--- src/rtl/booth_pkg.sv ---
// Shared definitions for the sequential Booth multiplier: FSM state
// encodings, Booth recoding operations and the recoding helper.
package booth_pkg;

  // state | meaning
  // IDLE  | waiting for a start request
  // RUN   | one Booth iteration per cycle
  // DONE  | result_rdy high, result and exception valid
  localparam logic [1:0] IDLE = 2'd0;
  localparam logic [1:0] RUN  = 2'd1;
  localparam logic [1:0] DONE = 2'd2;

  typedef enum logic [1:0] {
    OP_NOP = 2'd0,
    OP_ADD = 2'd1,
    OP_SUB = 2'd2
  } booth_op_t;

  // Radix-2 Booth recoding of the current multiplier bit pair {Q[0], q_m1}
  function automatic booth_op_t booth_op(input logic q0, input logic q_m1);
    case ({q0, q_m1})
      2'b01:   return OP_ADD;
      2'b10:   return OP_SUB;
      default: return OP_NOP;
    endcase
  endfunction

endpackage

--- src/rtl/adder_rca.sv ---
// N-bit ripple-carry adder built from a chain of full_adder cells.
module adder_rca #(
  parameter int N = 33
) (
  input  logic [N-1:0] a,
  input  logic [N-1:0] b,
  input  logic         cin,
  output logic [N-1:0] sum,
  output logic         cout
);

  logic [N:0] carry;

  assign carry[0] = cin;
  assign cout     = carry[N];

  for (genvar i = 0; i < N; i++) begin : g_bit
    full_adder u_fa (
      .a    (a[i]),
      .b    (b[i]),
      .cin  (carry[i]),
      .sum  (sum[i]),
      .cout (carry[i+1])
    );
  end

endmodule

--- src/rtl/full_adder.sv ---
// Single-bit full adder cell shared with the ALU datapath.
module full_adder (
  input  logic a,
  input  logic b,
  input  logic cin,
  output logic sum,
  output logic cout
);

  // Sum and carry of one bit position
  always_comb begin
    sum  = a ^ b ^ cin;
    cout = (a & b) | (a & cin) | (b & cin);
  end

endmodule

--- src/rtl/booth_mult_seq.sv ---
// Sequential radix-2 Booth signed multiplier. One iteration per cycle over
// WIDTH cycles; returns the low WIDTH bits of the product and flags when the
// full product does not fit in WIDTH signed bits.
module booth_mult_seq
  import booth_pkg::*;
#(
  parameter int WIDTH = 32
) (
  input  logic             clock,
  input  logic             reset_n,
  input  logic             start,
  input  logic [WIDTH-1:0] operand_a,
  input  logic [WIDTH-1:0] operand_b,
  output logic             busy,
  output logic             result_rdy,
  output logic [WIDTH-1:0] result,
  output logic             exception
);

  localparam int CW = $clog2(WIDTH) + 1;

  logic [1:0]       state;
  logic [WIDTH:0]   m;
  logic [WIDTH:0]   acc;
  logic [WIDTH-1:0] q;
  logic             q_m1;
  logic [CW-1:0]    cnt;

  booth_op_t        op;
  logic [WIDTH:0]   addend;
  logic             cin;
  logic [WIDTH:0]   sum;
  logic             cout_unused;
  logic [WIDTH:0]   acc_nxt;
  logic [WIDTH-1:0] q_nxt;
  logic             last;
  logic             load;

  // Booth recode selects +M, ~M (with carry-in for subtract) or zero
  always_comb begin
    op     = booth_op(q[0], q_m1);
    addend = '0;
    cin    = 1'b0;
    case (op)
      OP_ADD: addend = m;
      OP_SUB: begin
        addend = ~m;
        cin    = 1'b1;
      end
      default: addend = '0;
    endcase
  end

  // Accumulator is WIDTH+1 bits so the carry out is never needed
  adder_rca #(.N(WIDTH + 1)) u_adder (
    .a    (acc),
    .b    (addend),
    .cin  (cin),
    .sum  (sum),
    .cout (cout_unused)
  );

  // Arithmetic right shift of {sum, Q, q_m1}; q_m1 takes the old Q[0]
  always_comb begin
    acc_nxt = {sum[WIDTH], sum[WIDTH:1]};
    q_nxt   = {sum[0], q[WIDTH-1:1]};
    last    = (cnt == CW'(WIDTH - 1));
    load    = start && ((state == IDLE) || (state == DONE));
  end

  // FSM, iteration counter, shift register and registered outputs
  always_ff @(posedge clock or negedge reset_n) begin
    if (!reset_n) begin
      state      <= IDLE;
      m          <= '0;
      acc        <= '0;
      q          <= '0;
      q_m1       <= 1'b0;
      cnt        <= '0;
      busy       <= 1'b0;
      result_rdy <= 1'b0;
      result     <= '0;
      exception  <= 1'b0;
    end else begin
      result_rdy <= 1'b0;
      if (load) begin
        m     <= {operand_a[WIDTH-1], operand_a};
        acc   <= '0;
        q     <= operand_b;
        q_m1  <= 1'b0;
        cnt   <= '0;
        busy  <= 1'b1;
        state <= RUN;
      end else begin
        case (state)
          RUN: begin
            acc  <= acc_nxt;
            q    <= q_nxt;
            q_m1 <= q[0];
            cnt  <= cnt + 1'b1;
            if (last) begin
              state      <= DONE;
              busy       <= 1'b0;
              result_rdy <= 1'b1;
              result     <= q_nxt;
              exception  <= (acc_nxt[WIDTH-1:0] != {WIDTH{q_nxt[WIDTH-1]}});
            end
          end
          DONE:    state <= IDLE;
          default: state <= IDLE;
        endcase
      end
    end
  end

endmodule

--- config.mk ---
export PLATFORM = sky130hd
export DESIGN_NAME = booth_mult_seq
export DESIGN_NICKNAME = d
export VERILOG_FILES = /design/src/rtl/booth_pkg.sv /design/src/rtl/adder_rca.sv /design/src/rtl/full_adder.sv /design/src/rtl/booth_mult_seq.sv
export SDC_FILE = /design/constraint.sdc
export NUM_CORES = 1
export LEC_CHECK = 0
export BUFFER_PORTS_ARGS = -buffer_cell sky130_fd_sc_hd__buf_4
export CORE_UTILIZATION = 50
export DETAILED_ROUTE_END_ITERATION = 6
export PLACE_DENSITY = 0.72
export SETUP_SLACK_MARGIN = 0.15
export SLEW_MARGIN = 30
export SYNTH_ARGS = -nofsm -noshare
export SYNTH_HDL_FRONTEND = slang
export SYNTH_SLANG_ARGS = --single-unit
--- constraint.sdc ---
create_clock -name clock -period 20.6 [get_ports clock]
set_clock_uncertainty 0.15 [all_clocks]
set_input_delay 6.18 -clock clock [delete_from_list [all_inputs] [get_ports clock]]
set_output_delay 6.18 -clock clock [all_outputs]
set_load 0.005 [all_outputs]
### Yosys cells after proc, flatten, opt, wreduce, memory -nomap -nowiden

Index checks and enable logic that the tools add are counted.

| storage, ports and cells | value |
|---|---|
| word-level logic and storage cells | 275 |
| register bits | 141 |

| cells by class | value |
|---|---|
| muxes and demuxes | 20 |
| equality and inequality tests | 9 |
| reductions and logical operators | 7 |
| bitwise operators | 228 |
| $add $sub $neg | 1 |

Operators by type and width:

| operator | number |
|---|---|
| $and A1 B1 Y1 | 96 |
| $mux W33 | 2 |
| $pmux W33 S2 | 1 |
| $xor A1 B1 Y1 | 66 |
| $mux W32 | 2 |
| $or A1 B1 Y1 | 64 |
| $not A33 Y33 | 1 |
| $ne A32 B32 Y1 | 1 |
| $mux W6 | 2 |
| $mux W1 | 9 |
| $add A6 B1 Y6 const B | 1 |
| $eq A2 B1 Y1 const B | 3 |
| $eq A2 B2 Y1 const B | 3 |
| $eq A6 B5 Y1 const B | 1 |
| $mux W2 | 3 |
| $pmux W2 S2 | 1 |
| $reduce_bool A2 Y1 | 2 |
| $ne A3 B3 Y1 const B | 1 |
| $reduce_and A3 Y1 | 1 |
| $logic_not A2 Y1 | 1 |
| $reduce_and A2 Y1 | 1 |
| $logic_and A1 B1 Y1 | 1 |
| $logic_or A1 B1 Y1 | 1 |
| $not A1 Y1 | 1 |

### Logic depth before layout (Yosys ltp)

| logic depth | value |
|---|---|
| word-level depth | 103 |
| depth in mapped cells | 43 |
| mapped depth without buffers | 41 |

### Cells and area by module

From an unflattened synthesis, not the netlist that was laid out.

| second synthesis, totals | value |
|---|---|
| cell total of the unflattened synthesis | 631 |
| area total of the unflattened synthesis | 6580.1 um^2 |

Modules (own cells, without submodules):

| module | area each (um^2) | cells an instance | sequential area each (um^2) | instances |
|---|---|---|---|---|
| booth_mult_seq | 5919.4 | 598 | 3503.4 | 1 |
| full_adder | 20.0 | 1 | 0.0 | 33 |

### Worst setup path before layout

No wires, ideal clock.

| timing | value |
|---|---|
| kind | reg-to-reg |
| start point | reg q_m1 |
| end point | reg exception |
| data arrival time | 15.021 ns |
| slack | 5.298 ns |
| path buffers | 3 |
| library setup time | 0.131 ns |
| period minus slack after synthesis | 15.302 ns |
| cell stages (with the launch flop) | 44 |
| cell sequence | dfrtp_1 clkbuf_1 nand2b_1 clkbuf_1 clkbuf_1 o21ai_0 fa_1 inv_1 fa_1 fa_1 fa_1 fa_1 fa_1 fa_1 fa_1 fa_1 fa_1 fa_1 [8 not listed] fa_1 fa_1 fa_1 fa_1 fa_1 fa_1 fa_1 fa_1 fa_1 fa_1 fa_1 fa_1 inv_1 fa_1 nor3b_1 nand4_1 a22oi_1 a31oi_1 |

| on the way | value |
|---|---|
| cells in the longest elaborated chain, start to end | 102 |

Ends and longest elaborated chain:

| item | RTL line | RTL |
|---|---|---|
| start, declared | booth_mult_seq.sv:26 | `logic q_m1;` |
| start signal, assigned | booth_mult_seq.sv:99 | `q_m1 <= q[0];` |
| $eq A2 B2 Y1 or $eq A2 B1 Y1 (tied branches) | booth_pkg.sv:21 | `case ({q0, q_m1})` |
| $pmux W2 S2 (*) | booth_pkg.sv:21 |  |
| $eq A2 B2 Y1 or $eq A2 B1 Y1 (tied branches) | booth_mult_seq.sv:44 | `case (op)` |
| $pmux W33 S2 or $mux W1 (tied branches) | booth_mult_seq.sv:44 |  |
| $and A1 B1 Y1 | full_adder.sv:13 | `cout = (a & b) \| (a & cin) \| (b & cin);` |
| $or A1 B1 Y1 (2 in a row) | full_adder.sv:13 |  |
| $and A1 B1 Y1 | full_adder.sv:13 |  |
| $or A1 B1 Y1 (2 in a row) | full_adder.sv:13 |  |
| [81 not listed] | - |  |
| $and A1 B1 Y1 | full_adder.sv:13 |  |
| $or A1 B1 Y1 (2 in a row) | full_adder.sv:13 |  |
| $and A1 B1 Y1 | full_adder.sv:13 |  |
| $or A1 B1 Y1 (2 in a row) | full_adder.sv:13 |  |
| $and A1 B1 Y1 | full_adder.sv:13 |  |
| $or A1 B1 Y1 (2 in a row) | full_adder.sv:13 |  |
| $xor A1 B1 Y1 | full_adder.sv:12 | `sum = a ^ b ^ cin;` |
| $ne A32 B32 Y1 (*) | booth_mult_seq.sv:106 | `exception <= (acc_nxt[WIDTH-1:0] != {WIDTH{q_nxt[WIDTH-1]}});` |
| end signal, assigned | booth_mult_seq.sv:106 |  |
| end, declared | booth_mult_seq.sv:17 | `output logic exception` |

Every way passes the cells marked *; elsewhere a longest branch is shown, timed or not.
A chain may end at the register's enable or synchronous reset.

### Final worst setup path

Same ends and word-level chain as after synthesis.

==> metrics.md <==
| Metric | Value |
|---|---|
| Setup Crit Path Kind | reg2reg |
| Setup-failing EPs final | 0 |
| Worst-skew pair later-pin latency | roughly 0.42 ns |
| Drt initial violations | ~320 |
| CTS root buf | clkbuf_16 |
| Worst EP arrival | about 16 ns |
| Sink Count | 140 |
| Warning count from the yosys run | 0 |
| Crit path time final | approximately 16 ns |
| Area delta synth->final | 21.6% |
| Diode count | 0 |
| Number of H-tree levels | 4 |
| GRT overflow | 0 |
| First drt pass iteration count | 5 |
| Number of port buffers | approximately 100 |
| Layout cells sized above 1 | around 22% |
| Row count | between 40 and 50 |
| Total CTS buffers | 17 |
| Largest net degree at the start of global routing | 98 |
| First-pass GRT wire length | 24800 microns |
| WL/cell | 14.7 microns |
| Full die area | approximately 14000 sq um |
| Total track usage | approximately 22% |
| Crit-path max FO | 25 |
| Drc violations | 0 |
| Most used cell, CP | fa_1 |
| Number of global-route vias before repair | 5253 |
| Post-synthesis simple-gate area fraction | between 10% and 20% |
| Total chip power | about 1.5 mW |
| Gate Count Post-Synth | 712 |
| Clock-pin slew on the worst setup and hold paths | 0.05 ns |
| Post-synthesis adder-cell area fraction | under 10% |
| # fillers | 1069 |
| Crit-path max cell delay | roughly 0.61 ns |
| Yosys cell types | 29 |
| Fin crit share | slightly below 80% |
| I/O pins | roughly 100 |
| CTS max path bufs | 2 |
| Worst-Margin Slew | just under 0.9 ns |
| Net Count, Synth | between 800 and 900 |
| Tightest Hold Check Type | reg2reg |
| Die Width | 118 microns |
| Antenna violations before repair | 0 |
| WL final | roughly 14000 microns |
| Pleak | between 3 and 4 nW |
| Multiplexer area fraction after synthesis | between 5 and 6% |
| CORE AREA | roughly 13000 sq um |
| Hpwl dp | 9380 microns |
| Nets | 894 |
| Multi-input gate area | 2940 sq um |
| CP required | slightly above 20 ns |
| Xor/xnor share of the synthesized area | 0.130% |
| Post-CTS Setup Repair Bufs | 0 |
| Largest family of logic cells by synthesized area | simple AND/OR/NAND/NOR gates |
| Status | completed |
| Initial core utilization | between 50 and 60% |
| Max Clk Rate | approximately 63 MHz |
| Slowest-stage cell, CP | dfrtp_1 |
| Vias per cell | 5.28 |
| Register area | ~3500 sq um |
| Via Count | 5160 |
| Post_cts resized | 0 |
| Synth Area in Compound Gates | a little under 9% |
| CTS tree | built |
| Worst Setup Start Kind | flip-flop |
| Worst R2R Setup Slack | about 4.6 ns |
| Setup_tns | 0 ns |
| Layout Utilization | about 63% |
| Pwr dens | roughly 190 nW/um^2 |
| RSZ-0062 raised after global routing | no |
| Final Slew Violations | 0 |
| Final Hold Vio Count | 0 |
| Worst slew margin | 41.9% |
| Routed Antenna Nets | 0 |
| Max VDD drop | ~87 uV |
| Gpl congestion | slightly below 0.8 |
| Hold_buf cts | 0 |
| Crit. End Element | flip-flop |
| Synth Register Bits | between 100 and 150 |
| Syn avg cell area | between 9 and 10 sq um |
| Die H | 118 microns |
| Register area share after synthesis | between 50% and 60% |
| Max_cap viols | 0 |
| Mapped Area | around 6700 sq um |
-- through the flow --
step / worst slack, ns / hold slack, ns / cells / cell area (sq um)
after floorplan: 5.30 / 0.295 / 712 / 6720
after global placement: 5.05 / 0.314 / 945 / 7580
after detailed placement: 4.69 / 0.321 / 945 / 7590
after CTS: 4.57 / 0.335 / 975 / 8120
after global routing: 4.02 / 0.359 / 977 / 8170
final: 4.61 / 0.331 / 977 / 8170
-- cells in the mapped netlist --
library cell	number	area, sq um
buf_2	6	30.0
or4_1	5	37.5
nand4_1	9	56.3
o211ai_1	1	7.51
fa_1	32	641
a21oi_1	31	155
mux2_2	32	360
a22o_1	3	26.3
inv_1	35	131
and3_1	2	12.5
ha_1	1	12.5
and4b_1	1	10.0
o31ai_1	1	7.51
nor3b_1	1	7.51
a31oi_1	31	194
a22oi_1	4	30.0
buf_1	3	11.3
nand2b_1	3	18.8
nand3b_1	1	7.51
dfrtp_1	140	3500
nor2b_1	3	18.8
and4_2	1	10.0
o21ai_0	36	180
nand3_1	2	10.0
nor4_1	3	18.8
nand2_1	211	792
clkbuf_1	36	135
xor2_1	1	8.76
nor2_1	77	289
-- routing by layer --
metal / global-route usage [%] / share of wire (%)
met1: 27.8 / 43
met4: 10.8 / 3.1
met2: 36.9 / 50
met3: 5.14 / 3.4
met5: 0 / 0
-- worst paths after layout --
check	from	end	cells after the start
setup / recovery	q_m1$_DFFE_PN0N_	exception$_DFFE_PN0P_	42
hold / removal	acc[10]$_DFFE_PN0N_	acc[10]$_DFFE_PN0N_	2
setup reg to reg	q_m1$_DFFE_PN0N_	exception$_DFFE_PN0P_	42
hold reg to reg	acc[10]$_DFFE_PN0N_	acc[10]$_DFFE_PN0N_	2
max in group asynchronous	reset_n	result[15]$_DFFE_PN0P_	2
min in group asynchronous	reset_n	m[20]$_DFFE_PN0P_	1
-- final cells by class --
| cell class | count | area share (%) |
|---|---|---|
| inverter | 35 | 1.61 |
| timing repair buffer | 108 | 10.4 |
| clock inverter | 8 | 0.857 |
| sequential | 140 | 42.9 |
| clock buffer | 22 | 5.68 |
| tap | 172 | 2.63 |
| multi-input combinational | 492 | 36.0 |
-- critical path: cells and delay by family, from the launching register on --
family          cells  cell delay, ns
fa+ha+maj          32           13.49
simple gates        4            0.74
flops               1            0.61
buf+inv             3            0.42
compound gates      3            0.40
-- flip-flops by register name (all words and copies together), names as in the netlist --
name,count
result,32
exception,1
result_rdy,1
q,32
busy,1
m,32
acc,32
q_m1,1
cnt,6
state,2
-- placed cells by master (no fill, tap or decap), types with 2 or more instances in the layout --
master,count
o21ai_0,36
clkinv_2,5
nand2_1,211
fa_1,32
nand2b_4,2
mux2_2,32
or4_1,5
nor4_1,3
nand4_1,9
a21oi_1,31
nand3_1,2
dfrtp_1,140
a22o_1,3
nor2_1,76
inv_1,35
clkinvlp_4,2
a31oi_1,31
buf_4,105
a22oi_1,4
clkbuf_1,3
clkbuf_16,17
clkbuf_8,2
-- logic make-up (layout without fill, tap and decap cells) --
group,Yosys count,count (layout)
xor+xnor,1,1
compound gates,107,107
buf+inv,80,173
flops,140,140
fa+ha+maj,33,33
mux,32,32
simple gates,319,319
-- where the power goes --
part | switching (mW) | leakage (nW) | internal [mW] | total (mW)
Clock | 0.110 | 0.261 | 0.170 | 0.279
Sequential | 0.0953 | 1.74 | 0.416 | 0.512
Combinational | 0.409 | 1.93 | 0.322 | 0.731
Note: power is estimated with default switching activity, not from simulation.
